==> config.mk <==
export PLATFORM = sky130hd
export DESIGN_NAME = stack_unit
export DESIGN_NICKNAME = d
export VERILOG_FILES = /design/src/rtl/stack_unit.sv
export SDC_FILE = /design/constraint.sdc
export NUM_CORES = 1
export LEC_CHECK = 0
export CORE_ASPECT_RATIO = 1.1
export CORE_MARGIN = 8
export CORE_UTILIZATION = 53
export CTS_CLUSTER_SIZE = 8
export DETAILED_ROUTE_END_ITERATION = 6
export PLACE_DENSITY_LB_ADDON = 0.12
export SKIP_LAST_GASP = 1
export SLEW_MARGIN = 10
export SYNTH_ARGS = -nofsm -noshare
export SYNTH_HDL_FRONTEND = slang
export SYNTH_SLANG_ARGS = --single-unit
==> constraint.sdc <==
create_clock -name clk -period 2.9 [get_ports clk]
set_input_delay 0.435 -clock clk [delete_from_list [all_inputs] [get_ports clk]]
set_output_delay 0.435 -clock clk [all_outputs]
set_load 0.01 [all_outputs]
==> src/rtl/stack_unit.sv <==
// Register-file operand stack with synchronous push/pop/peek and a registered top-of-stack output.
// Optional sticky overflow/underflow flags are built when STACK_GUARD_EN is defined.
module stack_unit #(
    parameter int WIDTH = 8,
    parameter int DEPTH = 8,
    localparam int CW   = $clog2(DEPTH + 1)
) (
    input  logic             clk,
    input  logic             rst,
    input  logic             push,
    input  logic             pop,
    input  logic             tos,
    input  logic [WIDTH-1:0] d_in,
    output logic [WIDTH-1:0] d_out,
    output logic             d_valid,
    output logic [CW-1:0]    count,
    output logic             empty,
    output logic             full,
    output logic             ovf,
    output logic             udf
);
    localparam int AW = $clog2(DEPTH);

    logic [WIDTH-1:0] mem [DEPTH];
    logic [CW-1:0]    sp_r;
    logic [CW-1:0]    sp_next_s;
    logic [AW-1:0]    top_idx_s;
    logic [AW-1:0]    wr_idx_s;
    logic             do_rep_s;
    logic             do_push_s;
    logic             do_pop_s;
    logic             do_tos_s;
    logic             rd_s;
    logic             ovf_ev_s;
    logic             udf_ev_s;

    // Decode the strobes in priority order and derive the next stack pointer.
    always_comb begin
        top_idx_s = AW'(sp_r - CW'(1));
        wr_idx_s  = AW'(sp_r);
        do_rep_s  = push & pop & ~empty;
        do_push_s = push & ~pop & ~full;
        do_pop_s  = pop & ~push & ~empty;
        do_tos_s  = tos & ~push & ~pop & ~empty;
        rd_s      = do_rep_s | do_pop_s | do_tos_s;
        ovf_ev_s  = push & ~pop & full;
        udf_ev_s  = empty & (pop | (tos & ~push));
        if (do_push_s) begin
            sp_next_s = sp_r + CW'(1);
        end else if (do_pop_s) begin
            sp_next_s = sp_r - CW'(1);
        end else begin
            sp_next_s = sp_r;
        end
    end

    // Stack pointer, status flags and the registered read port.
    always_ff @(posedge clk) begin
        if (rst) begin
            sp_r    <= {CW{1'b0}};
            d_out   <= {WIDTH{1'b0}};
            d_valid <= 1'b0;
            empty   <= 1'b1;
            full    <= 1'b0;
        end else begin
            sp_r    <= sp_next_s;
            d_valid <= rd_s;
            empty   <= (sp_next_s == {CW{1'b0}});
            full    <= (sp_next_s == CW'(DEPTH));
            if (rd_s) begin
                d_out <= mem[top_idx_s];
            end else begin
                d_out <= d_out;
            end
        end
    end

    // Storage is not reset; reset only suppresses writes in the same cycle.
    always_ff @(posedge clk) begin
        if (!rst) begin
            if (do_rep_s) begin
                mem[top_idx_s] <= d_in;
            end else if (do_push_s) begin
                mem[wr_idx_s] <= d_in;
            end
        end
    end

    assign count = sp_r;

`ifdef STACK_GUARD_EN
    logic ovf_r;
    logic udf_r;

    // Sticky guard flags, cleared only by reset.
    always_ff @(posedge clk) begin
        if (rst) begin
            ovf_r <= 1'b0;
            udf_r <= 1'b0;
        end else begin
            ovf_r <= ovf_r | ovf_ev_s;
            udf_r <= udf_r | udf_ev_s;
        end
    end

    assign ovf = ovf_r;
    assign udf = udf_r;
`else
    logic unused_guard_s;
    assign unused_guard_s = ovf_ev_s ^ udf_ev_s;
    assign ovf = 1'b0;
    assign udf = 1'b0;
`endif

endmodule

==> out/results.txt, run 1 <==
The run finished with clean final reports. Setup repair after global routing left no endpoint under its margin. The via count normalized by instance count was 5.61. The top routing layer in use is met4. Buffers added to address setup during post-CTS repair amount to 0. The die extent in x is 91.5 um. The cell area that synthesis handed to floorplanning was 3320 um^2.

The iteration-0 DRC count of the detailed router is 63, and the number of instances resized during post-cts repair is 0. The post-synthesis async set-or-reset flop share works out to 0. The core area came out at 6120 um^2. The residual antenna-violating net count after detailed routing was 0; the data required time of the worst path was 2870 ps. The switching part of the total power came out at 0.242.

The final hold slack came out at 503 ps. STA classifies the critical path startpoint as an input port. The startpoint identified for the worst hold timing path is d_out[3]$_SDFFE_PP0P_. Of all nets on the critical path, the largest fanout is 8. Detailed placement finished with a half-perimeter wire length of 4370 um. The worst min-delay path category was register to register. The logs give 4 for the length of the first detailed-routing pass in iterations and 2 for the maximum count of clock buffers along a single path. The hold violation count in the final report was 0; the wire length on met2 was 3070 um.

The finished cells cover 3900 um^2. The standard cell with the maximum stage delay on the critical path is clkdlybuf4s50_1. The slew of the pin with the lowest slew margin is 774 ps, and the final-layout fill cell count is 429. The run gives 0.637 as the final core area utilization. The net count of the finished layout is 249. Subtracting the final worst setup slack from the clock period gives 2500 ps.

After detailed routing, the wire length on met1 is 2770 um. The first global-routing pass estimated 9940 um of wire. In this run, synthesis inferred 64 flip-flops with an integrated enable. The area used by multi-input combinational logic was 1010 um^2; the total number of placement rows was 30.

Data arrives at the worst endpoint at 2470 ps. Dividing the detail-routed wire length by the instance count gives 19.5 um. The pin count of the biggest net entering global routing is 24. The signal on the critical path passes through clkdlybuf4s50_1 -> or3b_2 -> a21oi_2 -> nand2_1 -> nor2_1. The run gives 0 as the initial antenna violation count. The tools report the cell-internal power as 1.93 mW.

For the final routed database, the setup TNS stands at 0 ps. The number of global-route vias before repair came out at 1841. In this run the mean area of a mapped cell was 16.8 um^2. The tools report the endpoint of the most critical register-to-register path as mem[7][4]$_DFFE_PP_. The share of the clock period used by the worst path after layout is 0.861, and the fraction of final layout cells with drive strength greater than 1 is 0.197. In this run the static leakage power is 1.33 nW. Largest area contributor in the netlist: edfxtp_1. For the worst-skew pair, the clock arrives at the later sink with an insertion delay of 340 ps. Clock-pin slew was measured on the worst setup and hold paths at 80 ps. The number of instances on the worst hold path is 2. The run gives 2.55 mW as the total design power. The logs give 0.669 for the register area share after synthesis and 43 for the count of distinct cell types in the synthesized netlist. The launch point of the worst path was pop. Across all layers, the routed design uses 1788 vias. Kind of end point of the critical path: a register.

The tools report the worst setup slack for register-to-register paths as 590 ps. In the routed design, unresolved DRC markers number 0. From synthesis to final layout, the design area changed by 17.2%.

The final layout contains routed wiring with a total length of 6220 um. The logs give 79 for the number of sinks driven by the clock tree and 0.482 for the worst slew slack as a fraction of its limit. Sorting the synthesized cells by area gives the leading types as edfxtp_1 58%, dfxtp_1 9.0%, mux4_2 8.1%, mux4_1 3.2%, mux2i_1 2.7%. Chip height: 99.1 um. Across the routed clock network, the largest skew measured is 6.19 ps.

The initial standard-cell utilization of the core was 0.543; the quantity of I/O buffers inserted on ports was 27. The number of hold buffers added after CTS was 0. Global routing finished with a remaining overflow of 0. The run gives 0.401 GHz as the fmax. TritonCTS built the clock tree. The destination of the worst hold path is d_out[3]$_SDFFE_PP0P_. Across the run, the number of max-cap violations was 0. H-tree depth: 3. Among all flip-flop cells after synthesis, the most frequent one is edfxtp_1. For the power share of the clock group, the log shows 0.347. In the layout the commonest cells are 64 x edfxtp_1, 27 x clkdlybuf4s50_1, 19 x nor2_1. The fraction of synthesized cell area taken by the top area cell type works out to 0.578. For the number of synthesis warnings, the log shows 0. The most common library cell in the layout ignoring fill and taps was edfxtp_1. The run gives 0.147 as the all-layer global routing usage.

The logs give 0.506 for the share of total power in sequential cells and 618 uW for the switching power. Once placement finished, the instance area stood at 3670 um^2. The run gives 9 as the number of buffers inserted during clock tree synthesis. The worst supply voltage drop on vdd came out at 0.000376 V.

The root buffer cell chosen for the clock tree is clkbuf_8. Detailed routing placed a total of 280 um of wire on met3. The length in cells of the worst reg-to-reg path works out to 5.

The antenna diode count is 0, and the number of primary I/O pins is 30. For the combinational share of power, the log shows 0.147. Routability-driven placement finished with a final weighted congestion of 0.902. The final-report max-slew violation count was 0; the final count of negative-setup-slack endpoints was 0. The kind of critical path was input port to register.

In this run the power density over the cells is 655 nW/um^2. The sequential cells in the finished layout cover a total of 2220 um^2. The biggest cell delay along the critical path is 650 ps, and the area enclosed by the die boundary is 9060 um^2. The worst register-to-register path begins at count[1]$_SDFF_PP0_. The number of synthesized register bits came out at 79. The run gives 198 as the post-synthesis cell count.
## through the flow
stage          setup slack [ps]  cells
6_report                    403    319
5_1_grt                     267    319
4_1_cts                     395    319
3_5_place_dp               23.0    303
3_3_place_gp                133    303
2_1_floorplan               550    199
## logic make-up after synthesis
logic type / count (synthesis) / share of synthesized area
AO/OA/AOI/OAI: 20 / 0.0425
XOR/XNOR: 6 / 0.0215
adder cells (fa/ha/maj): 2 / 0.00753
buffers and inverters: 15 / 0.0294
flip-flops: 79 / 0.669
multiplexers: 26 / 0.143
other: 1 / 0.00113
AND/OR/NAND/NOR: 49 / 0.0858
## how the worst max path moves through the flow
stage                                endpoint  slack, ps
final                     mem[7][4]$_DFFE_PP_        400
after global routing      mem[7][7]$_DFFE_PP_        270
after CTS                 mem[7][7]$_DFFE_PP_        400
after detailed placement  mem[7][3]$_DFFE_PP_         20
after global placement    mem[7][6]$_DFFE_PP_        130
after floorplan           mem[5][0]$_DFFE_PP_        550
## flip-flops by register name, summed over array words and instances (netlist names)
register and cells:
mem 64, count 4, d_valid 1, empty 1, full 1, d_out 8
## synth_stat cells, types with 3 or more instances
master,n
mux4_1,4
a21oi_1,3
inv_1,4
edfxtp_1,64
dfxtp_1,15
xor2_1,3
buf_4,5
mux2i_1,9
o21ai_0,3
nor2_1,19
a211oi_1,8
buf_2,3
nand2_1,5
mux4_2,12
## layer usage
layer	global-route usage	up-vias
li1	-	836
met1	0.174	904
met2	0.243	39
met3	0.0456	9
met4	0.0593	0
met5	0	-
## worst max-delay path, delay by kind of cell
family	cells	cell delay, ps
and+or+nand+nor	3	1190
AOI/OAI and AO/OA	1	180
buffers and inverters	1	650
## power by group through the flow
stage | combinational [mW] | clock [mW] | sequential, mW
2_1_floorplan | 0.242 | 0 | 1.32
3_3_place_gp | 0.365 | 0 | 1.31
3_5_place_dp | 0.376 | 0 | 1.32
4_1_cts | 0.378 | 0.894 | 1.29
5_1_grt | 0.404 | 0.938 | 1.30
6_report | 0.375 | 0.886 | 1.29
## final cells by class
cell class / instances / area share
sequential: 79 / 0.570
clock inverter: 7 / 0.0250
clock buffer: 9 / 0.0318
tap: 80 / 0.0257
inverter: 4 / 0.00385
multi-input combinational: 105 / 0.259
timing repair buffer: 35 / 0.0848
No activity file was read; power rests on OpenSTA's default activity.
==> run 2: changes to the inputs <==
--- a/config.mk
+++ b/config.mk
@@ -7,8 +7,7 @@
 export LEC_CHECK = 0
 export CORE_ASPECT_RATIO = 1.1
 export CORE_MARGIN = 8
-export CORE_UTILIZATION = 53
-export CTS_CLUSTER_SIZE = 8
+export CORE_UTILIZATION = 57
 export DETAILED_ROUTE_END_ITERATION = 6
 export PLACE_DENSITY_LB_ADDON = 0.12
 export SKIP_LAST_GASP = 1
==> run 2 against run 1 <==
  * Clock skew is 3.0 ps higher
  * Sequential power is essentially flat
  * Sequential share of layout area down 0.24 points
  * First-iteration DRC count grew 140%
  * Die area down 5.9%
  * Wire length increased by 5.6%
  * Critical path type unchanged
  * Highest routed layer unchanged
==> out/results.txt, run 2 (same netlist as run 1, synthesis figures left out) <==
The via count normalized by instance count came out at 5.65 (+0.86%). The tools report the kind of end point of the critical path as a register. Final standard cell area without fillers: 3910 um^2 (+0.42%).

The run gives 320 (+0.31%) as the final cell count without fillers. The area growth from synthesis to layout is 17.7%. The maximum count of clock buffers along a single path came out at 2 (unchanged). The standby leakage power is 1.35 nW (+1.2%), and the post-placement cell area is 3700 um^2 (+0.72%). The final worst slack came out at 463 ps (+60.0 ps). The startpoint identified for the worst hold timing path is d_out[7]$_SDFFE_PP0P_. Placed wire-length estimate after detailed placement: 4560 um (+4.3%). The cell family contributing the most delay on the critical path is simple AND/OR/NAND/NOR gates.

The number of global-route vias before repair is 1889 (+2.6%). The residual antenna-violating net count after detailed routing came out at 0 (unchanged). The wire length on met2 was 3420 um (+11%); the time the final worst path needs with I/O delays and setup was 2440 ps (-60.0 ps). The pre-CTS setup slack is 86.8 ps (+63.8 ps). The H-tree depth came out at 3 (unchanged). Biggest cell delay along the critical path: 590 ps (-60 ps).

The logs give 1809 (+1.2%) for the via count and 0.000531 V (+41%) for the worst supply voltage drop on vdd. The first-pass GRT wire length is 10100 um (+1.9%), and the routed length on met3 is 376 um (+34%). The detailed-route wire length is 6570 um (+5.6%).

The tools report the iteration-0 DRC count of the detailed router as 154 (+140%). Fraction of final layout cells with drive strength greater than 1: 0.202 (+0.00499). For the fmax, the log shows 0.410 GHz (+2.5%). Walking the worst path, the cells encountered are clkdlybuf4s50_1 -> or3_2 -> a21oi_1 -> nand2_1 -> nor2_1.

For the number of max-cap violations, the log shows 0 (unchanged). In the layout the commonest cells are 64 x edfxtp_1, 27 x clkdlybuf4s50_1, 19 x nor2_1. For the overflow left after global routing, the log shows 0 (unchanged). The worst setup path is of the input port to register kind.

The standard cell with the maximum stage delay on the critical path was nor2_1. For the worst setup slack for register-to-register paths, the log shows 620 ps (+30 ps). The clock skew is 9.18 ps (+2.99 ps), and the worst slew slack as a fraction of its limit is 0.488 (+0.00627).

The placer congestion estimate was 0.803 (-11%). The number of flip-flops under the largest register name was 64 (unchanged); the number of remaining DRC errors was 0 (unchanged). The chip height is 96.1 um (-3.0%). The final core area utilization was 0.687 (+0.0500); the initial standard-cell utilization of the core was 0.583 (+0.0402). The tools report the number of buffers inserted during clock tree synthesis as 9 (unchanged). The buffer count from post-CTS setup fixing was 0 (unchanged). The logs give 0 (unchanged) for the hold-fix buffer count after cts and 29 (-3.3%) for the total number of placement rows.

The register bank with the most flops was mem. The tools report the number of primary I/O pins as 30 (unchanged). For the final-report max-slew violation count, the log shows 0 (unchanged). The quantity of I/O buffers inserted on ports was 27 (unchanged); the length of the first detailed-routing pass in iterations was 4 (unchanged). The slew of the pin with the lowest slew margin is 765 ps (-9.37 ps). Worst min-delay path category: register to register.

Share of the clock period used by the worst path after layout: 0.840 (-0.0207). The number of cells in the design after placement was 304 (+0.33%). Length in cells of the worst reg-to-reg path: 4 (-1). The tools report the all-layer global routing usage as 0.169 (+0.0221). Clock tree synthesis selected as its root buffer the cell clkbuf_8. Clock transition at the registers of the reported paths: 70 ps (about the same).

The critical path arrival came out at 2410 ps (-60 ps). The core area is 5700 um^2 (-6.9%). The largest fanout on the critical path came out at 8 (unchanged).

The die extent in x is 88.8 um (-3.0%), and the power per standard cell area is 649 nW/um^2 (-0.93%). The count of buffer and inverter cells on the critical path came out at 1 (unchanged). For hold timing, the worst endpoint is d_out[7]$_SDFFE_PP0P_. The number of instances resized during post-cts repair was 0 (unchanged). The hold violation count in the final report was 0 (unchanged).

The startpoint identified for the worst register-to-register timing path is count[0]$_SDFF_PP0_. Setup repair after global routing left no endpoint under its margin. The run gives 340 ps (about the same) as the insertion delay to the later sink of the worst-skew pair.

The endpoint identified for the worst register-to-register timing path is mem[5][1]$_DFFE_PP_. Leaving out fill and tap cells, the most frequent cell in the layout is edfxtp_1. The final count of negative-setup-slack endpoints is 0 (unchanged), and the total negative slack is 0 ps (unchanged). The number of instances on the worst hold path works out to 2 (unchanged). The tools report the antenna diode count as 0 (unchanged). Area enclosed by the die boundary: 8530 um^2 (-5.9%). After detailed routing, no signal wire sits above met4.

The logs give 20 (-17%) for the pin count of the biggest net entering global routing and 2640 um (-4.7%) for the routed length on met1. The run finished with clean final reports. The data required time of the worst path was 2870 ps (about the same); the number of nets in the final layout was 253 (+1.6%).

The wire length per cell was 20.5 um (+5.3%); the number of sinks driven by the clock tree was 79 (unchanged). TritonCTS built the clock tree. The worst setup path is launched from an input port. The initial antenna violation count is 0 (unchanged).
==> run 2: final cells by class <==
class / instances / area (um^2)
fillers: 404 / 1780
multi-input cells: 105 / 1010
repair buffers: 39 / 360
clock inverters: 6 / 83.8
well taps: 77 / 96.3
clock buffers: 10 / 128
inverters: 4 / 15.0
flip-flops and latches: 79 / 2220
==> run 2: layer usage <==
| metal | GRT usage | vias to the layer above |
|---|---|---|
| li1 | - | 844 |
| met1 | 0.189 | 906 |
| met3 | 0.0504 | 10 |
| met2 | 0.289 | 49 |
| met4 | 0.0804 | 0 |
| met5 | 0 | - |
==> run 2: per-stage QoR <==
stage          power [mW]  hold slack [ps]
6_report             2.54              500
5_1_grt              2.63              535
4_1_cts              2.56              500
3_5_place_dp         1.70              494
3_3_place_gp         1.69              488
2_1_floorplan        1.56              513
==> run 2: worst max-delay path by stage <==
stage	startpoint	to	slack [ps]	depth (start not counted)
6_report	pop	mem[4][6]$_DFFE_PP_	460	5
3_5_place_dp	pop	mem[5][3]$_DFFE_PP_	90	5
4_1_cts	pop	mem[4][7]$_DFFE_PP_	460	5
2_1_floorplan	count[0]$_SDFF_PP0_	mem[5][0]$_DFFE_PP_	550	9
3_3_place_gp	pop	mem[5][3]$_DFFE_PP_	170	5
5_1_grt	pop	mem[4][7]$_DFFE_PP_	320	5
==> run 2: tightest hold or removal path, delay by kind of cell (launching register included) <==
kind	cells	cell delay, ps
DFF	1	310
and+or+nand+nor	1	90
AOI/OAI and AO/OA	1	50
==> run 2: report_power, final <==
group / total [mW] / switching [mW] / internal (mW)
Sequential: 1.29 / 0.0293 / 1.27
Combinational: 0.378 / 0.192 / 0.186
Clock: 0.865 / 0.382 / 0.482
Total: 2.54 / 0.604 / 1.93
